### src/rtl/dff_pkg.sv
// Shared constants and width helper for the dff_pipe delay line.
package dff_pkg;

    localparam int unsigned DFF_INIT_DEFAULT = 0;

    // Width of a field able to index/count n things; never narrower than one bit.
    function automatic int unsigned width_of(input int unsigned n);
        int unsigned w;
        w = $clog2(n);
        return (w < 1) ? 1 : w;
    endfunction

endpackage

### src/rtl/dff_stage.sv
// One pipeline stage: WIDTH-bit data register plus valid bit with enable and flush.
module dff_stage
    import dff_pkg::*;
#(
    parameter int unsigned       WIDTH = 8,
    parameter logic [WIDTH-1:0]  INIT  = WIDTH'(DFF_INIT_DEFAULT)
) (
    input  logic             c,
    input  logic             rst_n,
    input  logic             en,
    input  logic             clr,
    input  logic [WIDTH-1:0] d,
    input  logic             d_vld,
    output logic [WIDTH-1:0] q,
    output logic             q_vld
);

    logic [WIDTH-1:0] data_d, data_q;
    logic             vld_d, vld_q;

    // Flush beats advance; otherwise hold.
    always_comb begin
        data_d = data_q;
        vld_d  = vld_q;
        if (clr) begin
            data_d = INIT;
            vld_d  = 1'b0;
        end else if (en) begin
            data_d = d;
            vld_d  = d_vld;
        end
    end

    always_ff @(posedge c or negedge rst_n) begin
        if (!rst_n) begin
            data_q <= INIT;
            vld_q  <= 1'b0;
        end else begin
            data_q <= data_d;
            vld_q  <= vld_d;
        end
    end

    assign q     = data_q;
    assign q_vld = vld_q;

endmodule

### src/rtl/dff_pipe.sv
// Stallable, flushable DEPTH-stage delay line with occupancy count and a
// combinational intermediate tap.
module dff_pipe
    import dff_pkg::*;
#(
    parameter int unsigned       WIDTH = 8,
    parameter int unsigned       DEPTH = 4,
    parameter logic [WIDTH-1:0]  INIT  = WIDTH'(DFF_INIT_DEFAULT),
    localparam int unsigned      TW    = width_of(DEPTH),
    localparam int unsigned      FW    = width_of(DEPTH + 1)
) (
    input  logic             c,
    input  logic             rst_n,
    input  logic             en,
    input  logic             clr,
    input  logic [WIDTH-1:0] d,
    input  logic             d_vld,
    input  logic [TW-1:0]    tap_sel,
    output logic [WIDTH-1:0] q,
    output logic             q_vld,
    output logic [WIDTH-1:0] tap_q,
    output logic [FW-1:0]    fill
);

    logic [WIDTH-1:0] s_in [DEPTH];
    logic [WIDTH-1:0] s    [DEPTH];
    logic [DEPTH-1:0] v_in;
    logic [DEPTH-1:0] v;
    logic [FW-1:0]    fill_d, fill_q;

    for (genvar i = 0; i < DEPTH; i++) begin : g_stage
        if (i == 0) begin : g_head
            assign s_in[i] = d;
            assign v_in[i] = d_vld;
        end else begin : g_link
            assign s_in[i] = s[i-1];
            assign v_in[i] = v[i-1];
        end

        dff_stage #(
            .WIDTH (WIDTH),
            .INIT  (INIT)
        ) u_stage (
            .c     (c),
            .rst_n (rst_n),
            .en    (en),
            .clr   (clr),
            .d     (s_in[i]),
            .d_vld (v_in[i]),
            .q     (s[i]),
            .q_vld (v[i])
        );
    end

    // Occupancy tracked incrementally: one in, one out per enabled edge.
    always_comb begin
        fill_d = fill_q;
        if (clr) begin
            fill_d = '0;
        end else if (en) begin
            fill_d = fill_q + FW'(d_vld) - FW'(v[DEPTH-1]);
        end
    end

    always_ff @(posedge c or negedge rst_n) begin
        if (!rst_n) begin
            fill_q <= '0;
        end else begin
            fill_q <= fill_d;
        end
    end

    // Out-of-range tap selections fall through to INIT.
    always_comb begin
        tap_q = INIT;
        for (int i = 0; i < DEPTH; i++) begin
            if (tap_sel == TW'(i)) begin
                tap_q = s[i];
            end
        end
    end

    assign q     = s[DEPTH-1];
    assign q_vld = v[DEPTH-1];
    assign fill  = fill_q;

endmodule

### config.mk
export PLATFORM = sky130hd
export DESIGN_NAME = dff_pipe
export DESIGN_NICKNAME = d
export VERILOG_FILES = /design/src/rtl/dff_pkg.sv /design/src/rtl/dff_stage.sv /design/src/rtl/dff_pipe.sv
export SDC_FILE = /design/constraint.sdc
export NUM_CORES = 1
export LEC_CHECK = 0
export ABC_AREA = 1
export CAP_MARGIN = 20
export CORE_UTILIZATION = 55
export DETAILED_ROUTE_END_ITERATION = 16
export GPL_ROUTABILITY_DRIVEN = 0
export HOLD_SLACK_MARGIN = 0.02
export PLACE_DENSITY = 0.84
export REMOVE_ABC_BUFFERS = 1
export SYNTH_ARGS = -nofsm -noshare
export SYNTH_HDL_FRONTEND = slang
export SYNTH_SLANG_ARGS = --single-unit
### constraint.sdc
create_clock -name c -period 2.85 [get_ports c]
set_input_delay 0.57 -clock c [delete_from_list [all_inputs] [get_ports c]]
set_output_delay 0.57 -clock c [all_outputs]
set_load 0.1 [all_outputs]
==> impl_metrics.env, run 1 <==
export IMPL_outcome="finished, final reports clean"
export IMPL_max_freq_mhz=397
export IMPL_crit_type="in2out"
export IMPL_crit_path_end_kind="primary output"
export IMPL_synth_top_area_frac=0.535
export IMPL_pin_count=35
export IMPL_drtIter0Drc=56
export IMPL_nets=253
export IMPL_maxCapViolations=0
export IMPL_rsz0062_at_grt="false"
export IMPL_post_route_cells_drive_above_1_share=0.186
export IMPL_path_cells="clkdlybuf4s50_1, inv_1, nor2_2, nand2_1, nand4_1, buf_12"
export IMPL_die_w_um=59.6
export IMPL_final_setup_tns_ns=0
export IMPL_dp_hpwl_um=2620
export IMPL_route_vias_total=1483
export IMPL_io_buffers=34
export IMPL_cts_htree_levels=2
export IMPL_fin_util=0.733
export IMPL_p_leak_nw=1.03
export IMPL_routed_wl_um=3890
export IMPL_rr_worst_depth=8
export IMPL_yosys_warnings=0
export IMPL_die_area_um2=3550
export IMPL_grt_antenna_before_repair=0
export IMPL_fin_total_pwr_mw=1.09
export IMPL_grt_pass1_vias=1446
export IMPL_ys_types=17
export IMPL_fin_area_um2=2280
export IMPL_vias_per_cell=5.30
export IMPL_grt_max_degree=40
export IMPL_syn_cell_area_um2=1820
export IMPL_synth_area_top_cells="dfrtp_1, nand2_1, inv_1"
export IMPL_fill_cells=248
export IMPL_syn_inst=200
export IMPL_core_region_area_um2=3100
export IMPL_required_ns=2.28
export IMPL_min_period_over_period=0.883
export IMPL_area_growth_pct=24.8
export IMPL_synth_seq_area_share=0.535
export IMPL_dr_pass1_iters=4
export IMPL_dieHeight_um=59.6
export IMPL_path_max_fanout=8
export IMPL_cpMaxStageDelayCell="clkdlybuf4s50_1"
export IMPL_cts_root_buf="clkbuf_4"
export IMPL_report_final_slew_viol_count=0
export IMPL_clock_latency_ns=0.35
export IMPL_antenna_cells=0
export IMPL_p_per_area_nw_per_um2=481
export IMPL_remaining_drc_errors=0
export IMPL_grt_pass1_wl_um=6320
export IMPL_start_util=0.587
export IMPL_setup_viol=0
export IMPL_numCtsBuffers=5
export IMPL_worst_slew_pin_slew_ns=0.946
export IMPL_hold_path_class="in2async"
export IMPL_hold_violations=0
export IMPL_yosys_area_top_type="dfrtp_1"
export IMPL_clock_sinks=39
export IMPL_cts_resized=0
export IMPL_p_seq_frac=0.530
export IMPL_synth_seq_cells=39
export IMPL_clkPwrFrac=0.294
export IMPL_p_int_mw=0.775
export IMPL_rows=20
export IMPL_ant_nets=0
export IMPL_switchingPower_mw=0.319
export IMPL_combinationalPowerShare=0.175
export IMPL_placed_cell_area_um2=2210
export IMPL_arrival_ns=1.95
export IMPL_holdBufCountCts=0
export IMPL_cts_tree="done"
export IMPL_clkTransAtPathRegs_ns=0.12
export IMPL_grt_usage=0.250
export IMPL_max_stage_delay_ns=0.53
export IMPL_synth_area_per_cell_um2=9.11
export IMPL_crit_path_start_kind="input port"
export IMPL_gr_total_overflow=0
export IMPL_hold_slack_ns=0.344
export IMPL_slew_limit_headroom=0.370
export IMPL_swShare=0.291
export IMPL_routedWlPerCell_um=13.9
export IMPL_clockBufferDepth=2
export IMPL_finalCriticalPeriod_ns=2.52
export IMPL_ir_drop_uv=360
export IMPL_post_cts_buffers=0
export IMPL_clock_skew_ns=0.0117
==> final timing paths <==
kind,startpoint,end,slack (ns)
hold / removal,rst_n,g_stage[1].u_stage.q[7],0.34
setup reg to reg,g_stage[3].u_stage.q_vld,fill[2],1.15
max in group asynchronous,rst_n,fill[0],1.92
setup / recovery,tap_sel[0],tap_q[3],0.33
hold reg to reg,g_stage[2].u_stage.q_vld,g_stage[2].u_stage.q_vld,0.53
min in group c,g_stage[2].u_stage.q_vld,g_stage[2].u_stage.q_vld,0.53
==> sequential cells by signal, indices dropped and copies added, names as in the netlist <==
name / flops
g_stage.u_stage.q: 32
g_stage.u_stage.q_vld: 4
fill: 3
==> power by group through the flow <==
stage,clock (mW),sequential [mW],combinational [mW]
2_1_floorplan,0,0.615,0.0881
3_3_place_gp,0,0.590,0.189
3_5_place_dp,0,0.591,0.192
4_1_cts,0.329,0.580,0.193
5_1_grt,0.347,0.583,0.205
6_report,0.322,0.580,0.192
==> per-layer routing <==
| layer | share of wire | routed length, um | vias to the layer above | track usage |
|---|---|---|---|---|
| met4 | 0.018 | 70 | 0 | 0.146 |
| met3 | 0.047 | 184 | 10 | 0.0459 |
| met1 | 0.44 | 1720 | 716 | 0.325 |
| met2 | 0.49 | 1920 | 46 | 0.395 |
| met5 | 0 | 0 | - | 0 |
| li1 | - | - | 711 | - |
==> cells by family after synthesis <==
family | after synthesis | share of synthesized area
AND/OR/NAND/NOR | 74 | 0.171
buffers and inverters | 46 | 0.117
flip-flops | 39 | 0.535
AO/OA/AOI/OAI | 38 | 0.152
adder cells (fa/ha/maj) | 3 | 0.0247
==> critical path, delay by kind of cell <==
kind / cells / cell delay, ns
simple gates: 3 / 0.57
buf+inv: 3 / 0.80
==> cells in the mapped netlist <==
library cell and n:
o22ai_1 9, nor2_2 3, fa_1 1, nand4_1 8, buf_2 3, dfrtp_1 39
ha_1 2, nand3_1 2, o21ai_1 1, nand2_1 59, inv_2 1, buf_6 5
o22ai_2 10, nor2_1 1, o21ai_0 18, nand3b_1 1, inv_1 37
==> metrics by stage <==
step | std cells | setup WS [ns]
2_1_floorplan | 192 | 0.443
3_3_place_gp | 272 | 0.390
3_5_place_dp | 272 | 0.343
4_1_cts | 280 | 0.338
5_1_grt | 280 | 0.261
6_report | 280 | 0.333
==> layout by cell type (no fill, tap or decap) <==
master and instances:
nand3_1 2, dfrtp_1 39, ha_1 2, clkbuf_8 2, buf_12 8, clkdlybuf4s50_1 13, o22ai_1 9, inv_1 37
nor2_1 1, nand4_1 8, nor2_2 3, nand2_1 59, o21ai_1 1, nand3b_1 1, o22ai_2 10, clkbuf_1 1
fa_1 1, clkbuf_2 1, inv_2 1, clkbuf_4 5, buf_4 14, o21ai_0 18
==> layout make-up <==
type / instances / area [um^2] / share of cell area
sequential: 39 / 976 / 0.429
multi-input combinational: 115 / 633 / 0.278
tap: 44 / 55.1 / 0.0242
inverter: 38 / 143 / 0.0627
timing repair buffer: 36 / 400 / 0.176
clock buffer: 8 / 68.8 / 0.0302
Note: power is estimated with default switching activity, not from simulation.
==> run 2, diff against run 1 <==
--- a/config.mk
+++ b/config.mk
@@ -13,6 +13,7 @@
 export HOLD_SLACK_MARGIN = 0.02
 export PLACE_DENSITY = 0.84
 export REMOVE_ABC_BUFFERS = 1
+export SKIP_CTS_REPAIR_TIMING = 1
 export SYNTH_ARGS = -nofsm -noshare
 export SYNTH_HDL_FRONTEND = slang
 export SYNTH_SLANG_ARGS = --single-unit
==> results of run 2 <==
Final layout, timing and power as in run 1 (identical DEF).
